**config.mk**
```make
export PLATFORM = sky130hd
export DESIGN_NAME = pio_out_multi_flat
export DESIGN_NICKNAME = d
export VERILOG_FILES = /design/src/rtl/pio_out_pkg.sv /design/src/rtl/pio_out_multi_if.sv /design/src/rtl/pio_pulse_timer.sv /design/src/rtl/pio_out_multi.sv /design/src/flat_wrapper.sv
export SDC_FILE = /design/constraint.sdc
export NUM_CORES = 1
export LEC_CHECK = 0
export CORE_MARGIN = 1.5
export CORE_UTILIZATION = 50
export DETAILED_ROUTE_END_ITERATION = 10
export PLACE_DENSITY = 0.72
export SLEW_MARGIN = 20
export SYNTH_ARGS = -nofsm -noshare
export SYNTH_HDL_FRONTEND = slang
export SYNTH_SLANG_ARGS = --single-unit
```
**constraint.sdc**
```tcl
create_clock -name clk -period 4.45 [get_ports clk]
set_clock_uncertainty 0.2 [all_clocks]
set_input_delay 1.335 -clock clk [delete_from_list [all_inputs] [get_ports clk]]
set_output_delay 1.335 -clock clk [all_outputs]
set_load 0.01 [all_outputs]
```
**src/rtl/pio_out_pkg.sv**
```systemverilog
// Shared register map, write-op encoding and address decode for the
// multi-width output PIO.
package pio_out_pkg;

  localparam int unsigned ADDR_W = 3;

  localparam logic [ADDR_W-1:0] ADDR_DATA  = 3'd0;
  localparam logic [ADDR_W-1:0] ADDR_SET   = 3'd1;
  localparam logic [ADDR_W-1:0] ADDR_CLR   = 3'd2;
  localparam logic [ADDR_W-1:0] ADDR_TGL   = 3'd3;
  localparam logic [ADDR_W-1:0] ADDR_PULSE = 3'd4;
  localparam logic [ADDR_W-1:0] ADDR_PLEN  = 3'd5;

  typedef enum logic [2:0] {
    OP_NONE  = 3'd0,
    OP_DATA  = 3'd1,
    OP_SET   = 3'd2,
    OP_CLR   = 3'd3,
    OP_TGL   = 3'd4,
    OP_PULSE = 3'd5,
    OP_PLEN  = 3'd6
  } wr_op_e;

  // Map a register address to the write operation it performs.
  function automatic wr_op_e decode_op(input logic [ADDR_W-1:0] addr);
    wr_op_e op;
    op = OP_NONE;
    case (addr)
      ADDR_DATA:  op = OP_DATA;
      ADDR_SET:   op = OP_SET;
      ADDR_CLR:   op = OP_CLR;
      ADDR_TGL:   op = OP_TGL;
      ADDR_PULSE: op = OP_PULSE;
      ADDR_PLEN:  op = OP_PLEN;
      default:    op = OP_NONE;
    endcase
    return op;
  endfunction

endpackage

```
**src/rtl/pio_out_multi_if.sv**
```systemverilog
// Avalon-MM slave bus bundle for the output PIO.
interface pio_out_multi_if #(
  parameter int unsigned WIDTH = 16
);
  import pio_out_pkg::*;

  logic [ADDR_W-1:0] address;
  logic              chipselect;
  logic              write_n;
  logic [WIDTH-1:0]  writedata;
  logic [WIDTH-1:0]  readdata;

  modport master (
    output address, chipselect, write_n, writedata,
    input  readdata
  );

  modport slave (
    input  address, chipselect, write_n, writedata,
    output readdata
  );

endinterface

```
**src/rtl/pio_pulse_timer.sv**
```systemverilog
// Down-counter for the hardware pulse mode; expire flags the 1->0 edge.
module pio_pulse_timer #(
  parameter int unsigned PULSE_W = 16
) (
  input  logic               clk,
  input  logic               reset_n,
  input  logic               load,
  input  logic               cancel,
  input  logic [PULSE_W-1:0] load_val,
  output logic               busy,
  output logic               expire
);

  logic [PULSE_W-1:0] cnt;

  // A reload on the expiry edge still reports expire so the old mask is dropped.
  always_ff @(posedge clk) begin
    if (!reset_n) begin
      cnt <= '0;
    end else if (load) begin
      cnt <= load_val;
    end else if (cancel) begin
      cnt <= '0;
    end else if (cnt != '0) begin
      cnt <= cnt - PULSE_W'(1);
    end
  end

  assign busy   = (cnt != '0);
  assign expire = (cnt == PULSE_W'(1));

endmodule

```
**src/rtl/pio_out_multi.sv**
```systemverilog
// Parametrised Avalon-MM output PIO with atomic SET/CLEAR/TOGGLE and a
// self-clearing pulse mode.
module pio_out_multi
  import pio_out_pkg::*;
#(
  parameter int unsigned         WIDTH        = 16,
  parameter int unsigned         PULSE_W      = 16,
  parameter logic [WIDTH-1:0]    RESET_VALUE  = '0,
  parameter logic [PULSE_W-1:0]  DEFAULT_PLEN = PULSE_W'(1)
) (
  input  logic              clk,
  input  logic              reset_n,
  pio_out_multi_if.slave    bus,
  output logic [WIDTH-1:0]  out_port,
  output logic              busy,
  output logic              changed
);

  wr_op_e             op;
  logic [WIDTH-1:0]   wd;
  logic [WIDTH-1:0]   mask_q;
  logic [WIDTH-1:0]   mask_nxt;
  logic [WIDTH-1:0]   out_nxt;
  logic [PULSE_W-1:0] plen_q;
  logic [PULSE_W-1:0] plen_nxt;
  logic [PULSE_W-1:0] load_val;
  logic               pulse_load;
  logic               pulse_cancel;
  logic               expire;

  assign wd       = bus.writedata;
  assign load_val = (plen_q == '0) ? PULSE_W'(1) : plen_q;

  // Expiry is folded in first so a same-edge write has the final word.
  always_comb begin
    op           = OP_NONE;
    out_nxt      = out_port;
    mask_nxt     = mask_q;
    plen_nxt     = plen_q;
    pulse_load   = 1'b0;
    pulse_cancel = 1'b0;

    if (bus.chipselect && !bus.write_n) begin
      op = decode_op(bus.address);
    end

    if (expire) begin
      out_nxt  = out_port & ~mask_q;
      mask_nxt = '0;
    end

    case (op)
      OP_DATA: begin
        out_nxt      = wd;
        mask_nxt     = '0;
        pulse_cancel = 1'b1;
      end
      OP_SET: out_nxt = out_nxt | wd;
      OP_CLR: begin
        out_nxt  = out_nxt & ~wd;
        mask_nxt = mask_nxt & ~wd;
      end
      OP_TGL: out_nxt = out_nxt ^ wd;
      OP_PULSE: begin
        if (wd != '0) begin
          out_nxt    = out_nxt | wd;
          mask_nxt   = mask_nxt | wd;
          pulse_load = 1'b1;
        end
      end
      OP_PLEN: plen_nxt = wd[PULSE_W-1:0];
      default: ;
    endcase
  end

  always_ff @(posedge clk) begin
    if (!reset_n) begin
      out_port <= RESET_VALUE;
      mask_q   <= '0;
      plen_q   <= DEFAULT_PLEN;
      changed  <= 1'b0;
    end else begin
      out_port <= out_nxt;
      mask_q   <= mask_nxt;
      plen_q   <= plen_nxt;
      changed  <= (out_nxt != out_port);
    end
  end

  pio_pulse_timer #(
    .PULSE_W (PULSE_W)
  ) u_timer (
    .clk      (clk),
    .reset_n  (reset_n),
    .load     (pulse_load),
    .cancel   (pulse_cancel),
    .load_val (load_val),
    .busy     (busy),
    .expire   (expire)
  );

  // Zero-wait-state read mux, independent of chipselect.
  always_comb begin
    bus.readdata = '0;
    case (bus.address)
      ADDR_DATA:  bus.readdata = out_port;
      ADDR_PULSE: bus.readdata = mask_q;
      ADDR_PLEN:  bus.readdata = WIDTH'(plen_q);
      default:    bus.readdata = '0;
    endcase
  end

endmodule

```
**src/flat_wrapper.sv**
```systemverilog
// flat-port wrapper written by rule: the top's interface ports become plain ports
module pio_out_multi_flat import pio_out_pkg::*;
#(
  parameter int unsigned         WIDTH        = 16,
  parameter int unsigned         PULSE_W      = 16,
  parameter logic [WIDTH-1:0]    RESET_VALUE  = '0,
  parameter logic [PULSE_W-1:0]  DEFAULT_PLEN = PULSE_W'(1)
)
  (clk, reset_n, out_port, busy, changed, bus_address, bus_chipselect, bus_write_n, bus_writedata, bus_readdata);
  pio_out_multi_if #(.WIDTH(WIDTH)) bus_i ();
  input  logic clk;
  input  logic reset_n;
  output logic [WIDTH-1:0] out_port;
  output logic busy;
  output logic changed;
  input wire logic [$bits(bus_i.address)-1:0] bus_address;
  input wire logic [$bits(bus_i.chipselect)-1:0] bus_chipselect;
  input wire logic [$bits(bus_i.write_n)-1:0] bus_write_n;
  input wire logic [$bits(bus_i.writedata)-1:0] bus_writedata;
  output wire logic [$bits(bus_i.readdata)-1:0] bus_readdata;
  assign bus_i.address = bus_address;
  assign bus_i.chipselect = bus_chipselect;
  assign bus_i.write_n = bus_write_n;
  assign bus_i.writedata = bus_writedata;
  assign bus_readdata = bus_i.readdata;
  pio_out_multi #(.WIDTH(WIDTH), .PULSE_W(PULSE_W), .RESET_VALUE(RESET_VALUE), .DEFAULT_PLEN(DEFAULT_PLEN)) u_core (.clk(clk), .reset_n(reset_n), .bus(bus_i), .out_port(out_port), .busy(busy), .changed(changed));
endmodule
```
* Yosys cells after proc, flatten, opt, wreduce, memory -nomap -nowiden *
Index checks and enable logic that the tools add are counted.

word-level totals
  input port bits = 23
  output and inout bits = 34
  logic and storage cells = 50
  register bits after elaboration = 65

operators by class
  muxes and demuxes = 16
  reductions and logical operators = 7
  eq/ne operators = 13
  bitwise logic cells = 8
  $add $sub $neg = 1

operator list
  kind                     count
  $mux W16                 8
  $pmux W16 S3             2
  $pmux W16 S5             1
  $and A16 B16 Y16         3
  $not A16 Y16             2
  $or A16 B16 Y16          2
  $reduce_bool A16 Y1      2
  $pmux W3 S6              1
  $eq A16 B1 Y1 const B    1
  $logic_not A16 Y1        1
  $ne A16 B16 Y1           1
  $sub A16 B1 Y16 const B  1
  $xor A16 B16 Y16         1
  $eq A3 B3 Y1 const B     5
  $eq A3 B2 Y1 const B     4
  $eq A3 B1 Y1 const B     2
  $logic_not A3 Y1         1
  $mux W1                  3
  $mux W3                  1
  $reduce_bool A3 Y1       1
  $logic_and A1 B1 Y1      1
  $logic_not A1 Y1         1

* Depth between registers and ports, before layout *
Gate-level depths: netlist (run 1).

  word-level depth = 7
  gate-level depth with buffers = 17
  gate-level depth less buffers = 16

* Cells and area by module *
A second synthesis (run 1) with hierarchy kept.

unflattened totals
  cells, all modules = 709
  area total of the unflattened synthesis = 5377.7 µm²

modules (own cells, without submodules)
  module           area each (µm²)  instances  seq. area each (µm²)  cells each
  pio_out_multi    4286.6           1          980.9                 578
  pio_pulse_timer  1091.0           1          320.3                 131

* Worst setup path before layout (run 1) *
No wires, ideal clock.

  kind = input -> output
  from = input bus_address[0]
  to = output bus_readdata[0]
  required time = 2.915 ns
  stages = 6
  data arrival time = 2.536 ns
  path slack = 0.379 ns
  path buffers = 3
  cells stage by stage = clkbuf_1 > and2_1 > clkbuf_1 > clkbuf_1 > a21oi_1 > nor2_1

on the way
  cells in the longest elaborated chain, start to end = 2
  elaborated cells on any way between the ends = 4
  those cells by class = eq/ne (2); mux (1); reduce/logical (1)

ends and longest elaborated chain
  item                                                     line                  text
  start, declared                                          flat_wrapper.sv:16    input wire logic [$bits(bus_i.address)-1:0] bus_address;
  $eq A3 B3 Y1 / $logic_not A3 Y1 (equally long branches)  pio_out_multi.sv:105  case (bus.address)
  $pmux W16 S3 *                                           pio_out_multi.sv:105
  end, declared                                            flat_wrapper.sv:20    output wire logic [$bits(bus_i.readdata)-1:0] bus_readdata;

Mark *: on every way between the ends. The rest lies on a longest branch, timed or not.

* Final worst setup path (run 1) *
  from = input bus_address[2]
  to = output bus_readdata[9]

The elaborated chain is that of the path after synthesis.

==> impl_summary.txt, run 1 <==
----------------------------------------------------
[Pwr]
  Switching part of the total ... 0.379
  Fraction of power consumed by sequential logic ... 0.359
  Internal Power ... between 1 and 1.5 mW
  Sw power ... between 700 and 800 uW
  Clock network fraction of design power ... 0.274
  Ratio of total power to cell area ... just over 300 nW/um^2
  Total power consumption of the routed design ... roughly 2.0 mW
  Leakage power summed over all cells ... roughly 2.7 nW
  Peak supply drop ... 0.000226 V
  Part of the total power dissipated in combinational logic ... 0.367

[Global route]
  Number of antenna violations at the first check in global routing ... 0
  GRT overflow ... 0
  Global-route met3 utilization ... 0.0595
  Met1 Resource Use GR ... 0.473
  Vias in the first global route ... ~5200
  Routing layer with the top usage in global route ... met2
  Total Routing Usage GR ... 0.356
  Maximum number of pins on one net before global-route repair ... between 40 and 50
  Met2 Usage GRT ... 0.577
  First-pass GRT wire length ... approximately 28 mm

[Worst setup path]
  Reg2Reg Depth ... 13
  Worst R2R Setup Slack ... around 0.4 ns
  Worst endpoint data arrival time ... slightly below 3 ns
  Startpoint class of the critical path ... input pin
  Class of the most critical setup path ... input pin to primary output
  Required arrival time at the worst endpoint ... between 2 and 3 ns
  FF-to-FF Start ... u_core.u_timer.cnt[1]
  Destination of the worst register-to-register timing path ... u_core.changed
  Critical Path End Type ... primary output
  Crit Path Max Fanout ... 8

[Synth]
  Post-Syn Area per Cell ... around 7.6 um^2
  Flop and latch count out of synthesis ... 65
  Count of different cell masters after synthesis ... 64
  Ys Warns ... 0
  Share of flip-flops with an asynchronous set or reset ... 0
  Most used flip-flop cell after synthesis ... sky130_fd_sc_hd__dfxtp_1
  Post-synth EDFFs ... 0
  Post-synth design cell area ... between 4000 and 5000 um^2
  Sequential cell area fraction in the yosys report ... 0.266
  Post-synthesis cell count ... ~640
  Post-Synthesis Net Count ... 701

[Layout]
  Fill cell count ... ~840
  Commonest cells after routing, fill and taps aside ... sky130_fd_sc_hd__nand2_1, sky130_fd_sc_hd__buf_4, sky130_fd_sc_hd__dfxtp_1, sky130_fd_sc_hd__nor2_1, sky130_fd_sc_hd__clkdlybuf4s50_1
  Design area ... 6330 um^2
  Number of standard cells in the layout, taps in and fillers out ... roughly 880
  End-of-flow core utilization ... 0.676
  Count of inserted antenna diode cells ... 0
  Most common cell after layout, fill and taps aside ... sky130_fd_sc_hd__nand2_1
  Nets ... around 810
  Layout overhead on the synthesized area ... 29.5%
  Share of cells above drive strength 1 ... 0.142

[Clock network]
  Depth of the CTS H-tree ... 3
  Clock tree from TritonCTS ... done
  Number of buffers inserted by hold repair at cts ... 0
  Maximum root-to-sink buffer count ... 2
  Cts bufs inserted ... 9
  Clock insertion delay at the later pin of the skew report ... ~0.35 ns
  CTS clock-pin slew for the worst setup and hold paths ... approximately 0.09 ns
  Root Driver ... sky130_fd_sc_hd__clkbuf_8
  Clk sink count ... 65

[Placement]
  Count of placed standard cells including taps ... 863
  Placed inst area ... around 6100 um^2
  Dpl hpwl ... between 10 and 15 mm
  Port Buffers ... 56
  Placer congestion estimate ... around 0.99

[STA]
  Post-route minimum period ... roughly 4.5 ns
  Final Worst Setup Slack ... -0.00997 ns
  Final-report setup violation count ... 1
  Max-slew violation count ... 0
  Final Cycle Share ... 1.00
  Maximum frequency from static timing analysis ... between 0.2 and 0.25 GHz
  Number of hold violations in the final report ... 0
  RSZ-0062 raised after global routing ... false
  Slew of the pin with the lowest slew margin ... roughly 0.9 ns
  Worst relative slew slack ... 0.376
  Summed negative setup slack over all endpoints ... -0.00997 ns

[Floorplan]
  Total die area ... approximately 10000 um^2
  Core area ... between 9000 and 10000 um^2
  Die outline width ... between 100 and 150 um
  Site Rows ... 35
  Die height ... a little over 100 um
  Number of I/O pins ... 57
  Initial Util ... 0.522

[Drt]
  Total number of vias ... 5487
  Number of vias per cell after detailed routing ... 6.22
  Average wire per standard cell ... between 20 and 25 um
  Aggregate routed wire length ... roughly 18 mm
  Detailed-router iteration count before antenna repair ... 8
  Final ANT Viol Nets ... 0
  Starting DRC count in detailed routing ... slightly below 500
  Drt drc ... 0

[Run status]
  Status ... finished, violations left
  Violations in the final reports ... setup timing

[Worst hold path]
  Class of the tightest hold or removal check ... flip-flop to flip-flop
  Worst hold start ... u_core.plen_q[5]
  Number of cells on the worst hold path ... 2
  Hold Crit Endpoint ... u_core.plen_q[5]

[Flow run]
  Max-cap violations ... 0

----------------------------------------------------
-- cell usage after synthesis, drive strengths merged (7+ instances only) --
master / number / area share
o22ai: 7 / 0.0090
a22o: 13 / 0.023
buf: 11 / 0.012
a32oi: 20 / 0.036
clkbuf: 26 / 0.020
mux2i: 19 / 0.039
nor4: 10 / 0.014
and2: 17 / 0.022
inv: 45 / 0.035
ha: 35 / 0.090
nor2b: 22 / 0.028
o21a: 9 / 0.014
a21boi: 16 / 0.025
nand3: 8 / 0.0082
nand2: 84 / 0.065
dfxtp: 65 / 0.27
nor2: 60 / 0.047
o21ai: 36 / 0.037
a21oi: 41 / 0.042
a22oi: 21 / 0.033
-- cell families (layout without fill, tap and decap cells) --
kind of cell	after synthesis	after routing	share of synthesized area
AO/OA/AOI/OAI	198	198	0.283
XOR/XNOR	8	8	0.0143
adder cells (fa/ha/maj)	35	35	0.0896
buffers and inverters	83	193	0.0668
flip-flops	65	65	0.266
multiplexers	20	20	0.0435
AND/OR/NAND/NOR	234	234	0.237
-- state kept, by name (all words and copies together) (netlist names) --
name and count:
u_core.plen_q 16, u_core.out_port 16, u_core.mask_q 16, u_core.u_timer.cnt 16, u_core.changed 1
-- worst max-delay path by stage --
stage / startpoint / end / slack (ns) / cells after the start
2_1_floorplan: bus_address[0] / bus_readdata[0] / 0.38 / 6
3_3_place_gp: bus_address[2] / bus_readdata[13] / -0.23 / 7
3_5_place_dp: bus_address[2] / bus_readdata[13] / -0.28 / 7
4_1_cts: bus_address[0] / bus_readdata[10] / -0.04 / 6
5_1_grt: bus_address[2] / bus_readdata[10] / 0.004 / 7
6_report: bus_address[2] / bus_readdata[9] / -0.01 / 7
-- stage by stage --
stage	hold WS, ns	setup WS, ns
floorplan	0.259	0.379
global placement	0.290	-0.227
detailed placement	0.295	-0.275
CTS	0.311	-0.0358
global route	0.328	0.00369
finish	0.304	-0.00997
-- critical path: stages --
cell and delay [ns]:
sky130_fd_sc_hd__clkdlybuf4s15_2 0.27, sky130_fd_sc_hd__bufbuf_16 0.30, sky130_fd_sc_hd__mux2i_1 0.26, sky130_fd_sc_hd__nor2_1 0.09, sky130_fd_sc_hd__a21oi_1 0.13, sky130_fd_sc_hd__nor2_1 0.05, sky130_fd_sc_hd__clkdlybuf4s50_1 0.48
-- routing by layer --
| layer | wire length [um] | vias up |
|---|---|---|
| met5 | 0 | - |
| met4 | 708 | 0 |
| met3 | 1660 | 56 |
| met2 | 8260 | 312 |
| met1 | 7520 | 2599 |
| li1 | - | 2520 |
-- power groups by stage --
stage               clock network, mW  registers, mW  logic, mW
floorplan                           0          0.703      0.459
global placement                    0          0.716      0.681
detailed placement                  0          0.718      0.694
CTS                             0.542          0.705      0.714
global route                    0.568          0.715      0.792
finish                          0.541          0.709      0.724
-- cell type report --
class	count	area (um^2)	share of cell area
well taps	129	161	0.0255
flip-flops and latches	65	1300	0.205
clock inverters	7	77.6	0.0122
repair buffers	131	1210	0.192
inverters	46	173	0.0273
multi-input cells	495	3280	0.518
clock buffers	9	124	0.0196
-- timing repair --
item                       CTS  global route
gates cloned                 1             0
setup buffers                2             0
pin swaps                    0             0
setup endpoints to repair   16            12
gates resized for setup      9             2
Note: power is estimated with default switching activity, not from simulation.
==> inputs of run 2 (changes only) <==
--- a/config.mk
+++ b/config.mk
@@ -9,6 +9,7 @@
 export CORE_UTILIZATION = 50
 export DETAILED_ROUTE_END_ITERATION = 10
 export PLACE_DENSITY = 0.72
+export SKIP_LAST_GASP = 1
 export SLEW_MARGIN = 20
 export SYNTH_ARGS = -nofsm -noshare
 export SYNTH_HDL_FRONTEND = slang
==> results of run 2 <==
No change in the layout: final DEF, timing and power equal those of run 1.
==> inputs of run 3 (changes only) <==
--- a/config.mk
+++ b/config.mk
@@ -8,6 +8,7 @@
 export CORE_MARGIN = 1.5
 export CORE_UTILIZATION = 50
 export DETAILED_ROUTE_END_ITERATION = 10
+export GPL_TIMING_DRIVEN = 0
 export PLACE_DENSITY = 0.72
 export SKIP_LAST_GASP = 1
 export SLEW_MARGIN = 20
==> run 3 against run 2 <==
Net effect:
- the flow now finishes without violations
- register-to-register slack got worse by 0.23 ns
- utilization is 2.6 points lower
- clock-buffer cell count is the same
- fmax increased by 1.4%
- critical path type unchanged
- largest power group is now sequential cells
- highest routed layer unchanged
==> impl_summary.txt, run 3 (synthesized netlist as in run 1, its figures left out) <==
----------------------------------------------------
[Run status]
  Status ... completed (was finished, violations left)

[Pwr]
  Internal Power ... 1.20 mW (was 1.23 mW)
  Total power consumption of the routed design ... 1.95 mW (was 1.97 mW)
  Part of the total power dissipated in combinational logic ... 0.357 (was 0.367)
  Ratio of total power to cell area ... 320 nW/um^2 (was 312 nW/um^2)
  Peak supply drop ... 0.000203 V (was 0.000226 V)
  Sw power ... 748 uW (about the same)
  Switching part of the total ... 0.384 (was 0.379)
  Clock network fraction of design power ... 0.278 (was 0.274)
  Fraction of power consumed by sequential logic ... 0.365 (was 0.359)
  Leakage power summed over all cells ... 2.54 nW (was 2.72 nW)

[STA]
  Number of hold violations in the final report ... 0 (unchanged)
  Slew of the pin with the lowest slew margin ... 1.02 ns (was 0.926 ns)
  Max-slew violation count ... 0 (unchanged)
  Worst relative slew slack ... 0.316 (was 0.376)
  RSZ-0062 raised after global routing ... true (was false)
  Final Cycle Share ... 0.988 (was 1.00)
  Maximum frequency from static timing analysis ... 0.227 GHz (was 0.224 GHz)
  Final-report setup violation count ... 0 (was 1)
  Post-route minimum period ... 4.40 ns (was 4.46 ns)

[Global route]
  First-pass GRT wire length ... 28.0 mm (about the same)
  GRT overflow ... 0 (unchanged)
  Maximum number of pins on one net before global-route repair ... 14 (was 42)
  Total Routing Usage GR ... 0.359 (was 0.356)
  Vias in the first global route ... 5183 (was 5229)
  Number of antenna violations at the first check in global routing ... 0 (unchanged)

[Floorplan]
  Die outline width ... 102 um (unchanged)
  Die height ... 102 um (unchanged)
  Core area ... 9370 um^2 (unchanged)
  Site Rows ... 35 (unchanged)
  Initial Util ... 0.522 (unchanged)
  Total die area ... 10400 um^2 (unchanged)
  Number of I/O pins ... 57 (unchanged)

[Layout]
  Fill cell count ... 872 (was 835)
  Layout overhead on the synthesized area ... 24.6% (was 29.5%)
  Nets ... 777 (was 806)
  Share of cells above drive strength 1 ... 0.0994 (was 0.142)
  Count of inserted antenna diode cells ... 0 (unchanged)
  Most common cell after layout, fill and taps aside ... sky130_fd_sc_hd__nand2_1 (unchanged)
  Number of standard cells in the layout, taps in and fillers out ... 853 (was 882)
  Commonest cells after routing, fill and taps aside ... sky130_fd_sc_hd__nand2_1, sky130_fd_sc_hd__dfxtp_1, sky130_fd_sc_hd__nor2_1, sky130_fd_sc_hd__inv_1, sky130_fd_sc_hd__a21oi_1 (was sky130_fd_sc_hd__nand2_1, sky130_fd_sc_hd__buf_4, sky130_fd_sc_hd__dfxtp_1, sky130_fd_sc_hd__nor2_1, sky130_fd_sc_hd__clkdlybuf4s50_1)

[Drt]
  Drt drc ... 0 (unchanged)
  Detailed-router iteration count before antenna repair ... 5 (was 8)
  Total number of vias ... 5405 (was 5487)
  Starting DRC count in detailed routing ... 534 (was 491)
  Aggregate routed wire length ... 18.2 mm (was 18.1 mm)
  Average wire per standard cell ... 21.3 um (was 20.6 um)
  Final ANT Viol Nets ... 0 (unchanged)
  Number of vias per cell after detailed routing ... 6.34 (was 6.22)

[Worst setup path]
  Startpoint class of the critical path ... input pin (unchanged)
  Class of the most critical setup path ... input pin to primary output (unchanged)
  Required arrival time at the worst endpoint ... 2.91 ns (about the same)
  Critical Path End Type ... primary output (unchanged)
  Crit Path Max Fanout ... 10 (was 8)
  Worst endpoint data arrival time ... 2.86 ns (was 2.92 ns)

[Worst hold path]
  Class of the tightest hold or removal check ... flip-flop to flip-flop (unchanged)

[Clock network]
  Cts bufs inserted ... 9 (unchanged)
  Clock insertion delay at the later pin of the skew report ... 0.35 ns (about the same)
  Maximum root-to-sink buffer count ... 2 (unchanged)
  Depth of the CTS H-tree ... 3 (unchanged)
  CTS clock-pin slew for the worst setup and hold paths ... 0.08 ns (was 0.09 ns)
  Number of buffers inserted by hold repair at cts ... 0 (unchanged)
  Clock tree from TritonCTS ... done (unchanged)
  Root Driver ... sky130_fd_sc_hd__clkbuf_8 (unchanged)
  Clk sink count ... 65 (unchanged)

[Placement]
  Dpl hpwl ... 13.5 mm (about the same)
  Port Buffers ... 55 (was 56)
  Count of placed standard cells including taps ... 827 (was 863)
  Placer congestion estimate ... 0.950 (was 0.991)

[Flow run]
  Max-cap violations ... 0 (unchanged)

----------------------------------------------------
-- run 3: worst max-delay path: stages --
cell                              delay (ns)
sky130_fd_sc_hd__clkdlybuf4s15_2        0.30
sky130_fd_sc_hd__clkbuf_4               0.26
sky130_fd_sc_hd__and2_4                 0.23
sky130_fd_sc_hd__a21oi_1                0.10
sky130_fd_sc_hd__nor2_1                 0.09
sky130_fd_sc_hd__clkdlybuf4s50_1        0.53
-- run 3: final timing paths --
| kind | from | endpoint | slack [ns] | depth (start not counted) |
|---|---|---|---|---|
| hold / removal | u_core.plen_q[5] | u_core.plen_q[5] | 0.31 | 2 |
| hold reg to reg | u_core.plen_q[5] | u_core.plen_q[5] | 0.31 | 2 |
| setup / recovery | bus_address[0] | bus_readdata[1] | 0.05 | 6 |
| setup reg to reg | u_core.u_timer.cnt[1] | u_core.changed | 0.17 | 14 |
-- run 3: per-layer routing --
layer	part of all wire	routed length [um]	track usage
met3	0.11	2010	0.0595
met4	0.041	748	0.159
met2	0.45	8210	0.574
met5	0	0	0
met1	0.40	7200	0.479
-- run 3: per-stage QoR --
step	cell area, um^2	util	worst slack, ns	hold slack [ns]	TNS (ns)
after floorplan	4890	-	0.379	0.259	0
after global placement	5600	0.598	-1.23	0.286	-22.96
after detailed placement	5600	0.598	-1.26	0.296	-23.38
after CTS	6060	0.647	0.0410	0.307	0
after global routing	6090	0.650	-0.0365	0.333	-0.0409
final	6090	0.650	0.0536	0.305	0
-- run 3: power groups by stage --
stage	Combinational (mW)	Clock, mW	Sequential [mW]
after floorplan	0.459	0	0.703
after global placement	0.636	0	0.713
after detailed placement	0.647	0	0.715
after CTS	0.676	0.541	0.704
after global routing	0.757	0.566	0.719
final	0.696	0.541	0.711
-- run 3: timing repair --
action                                  in CTS  in global routing
resized for setup                           69                  7
pin swaps                                    1                  1
buffers inserted                             9                  1
cloned                                       1                  0
endpoints found under the setup margin      25                 11
-- run 3: layout make-up --
cell class              instances  area [um^2]  area share
plain buffers                  36          235      0.0386
multi-input cells             495         3370       0.553
clock buffers                   9          124      0.0203
flip-flops and latches         65         1300       0.214
inverters                      46          173      0.0283
well taps                     129          161      0.0265
repair buffers                 66          653       0.107
clock inverters                 7         77.6      0.0127
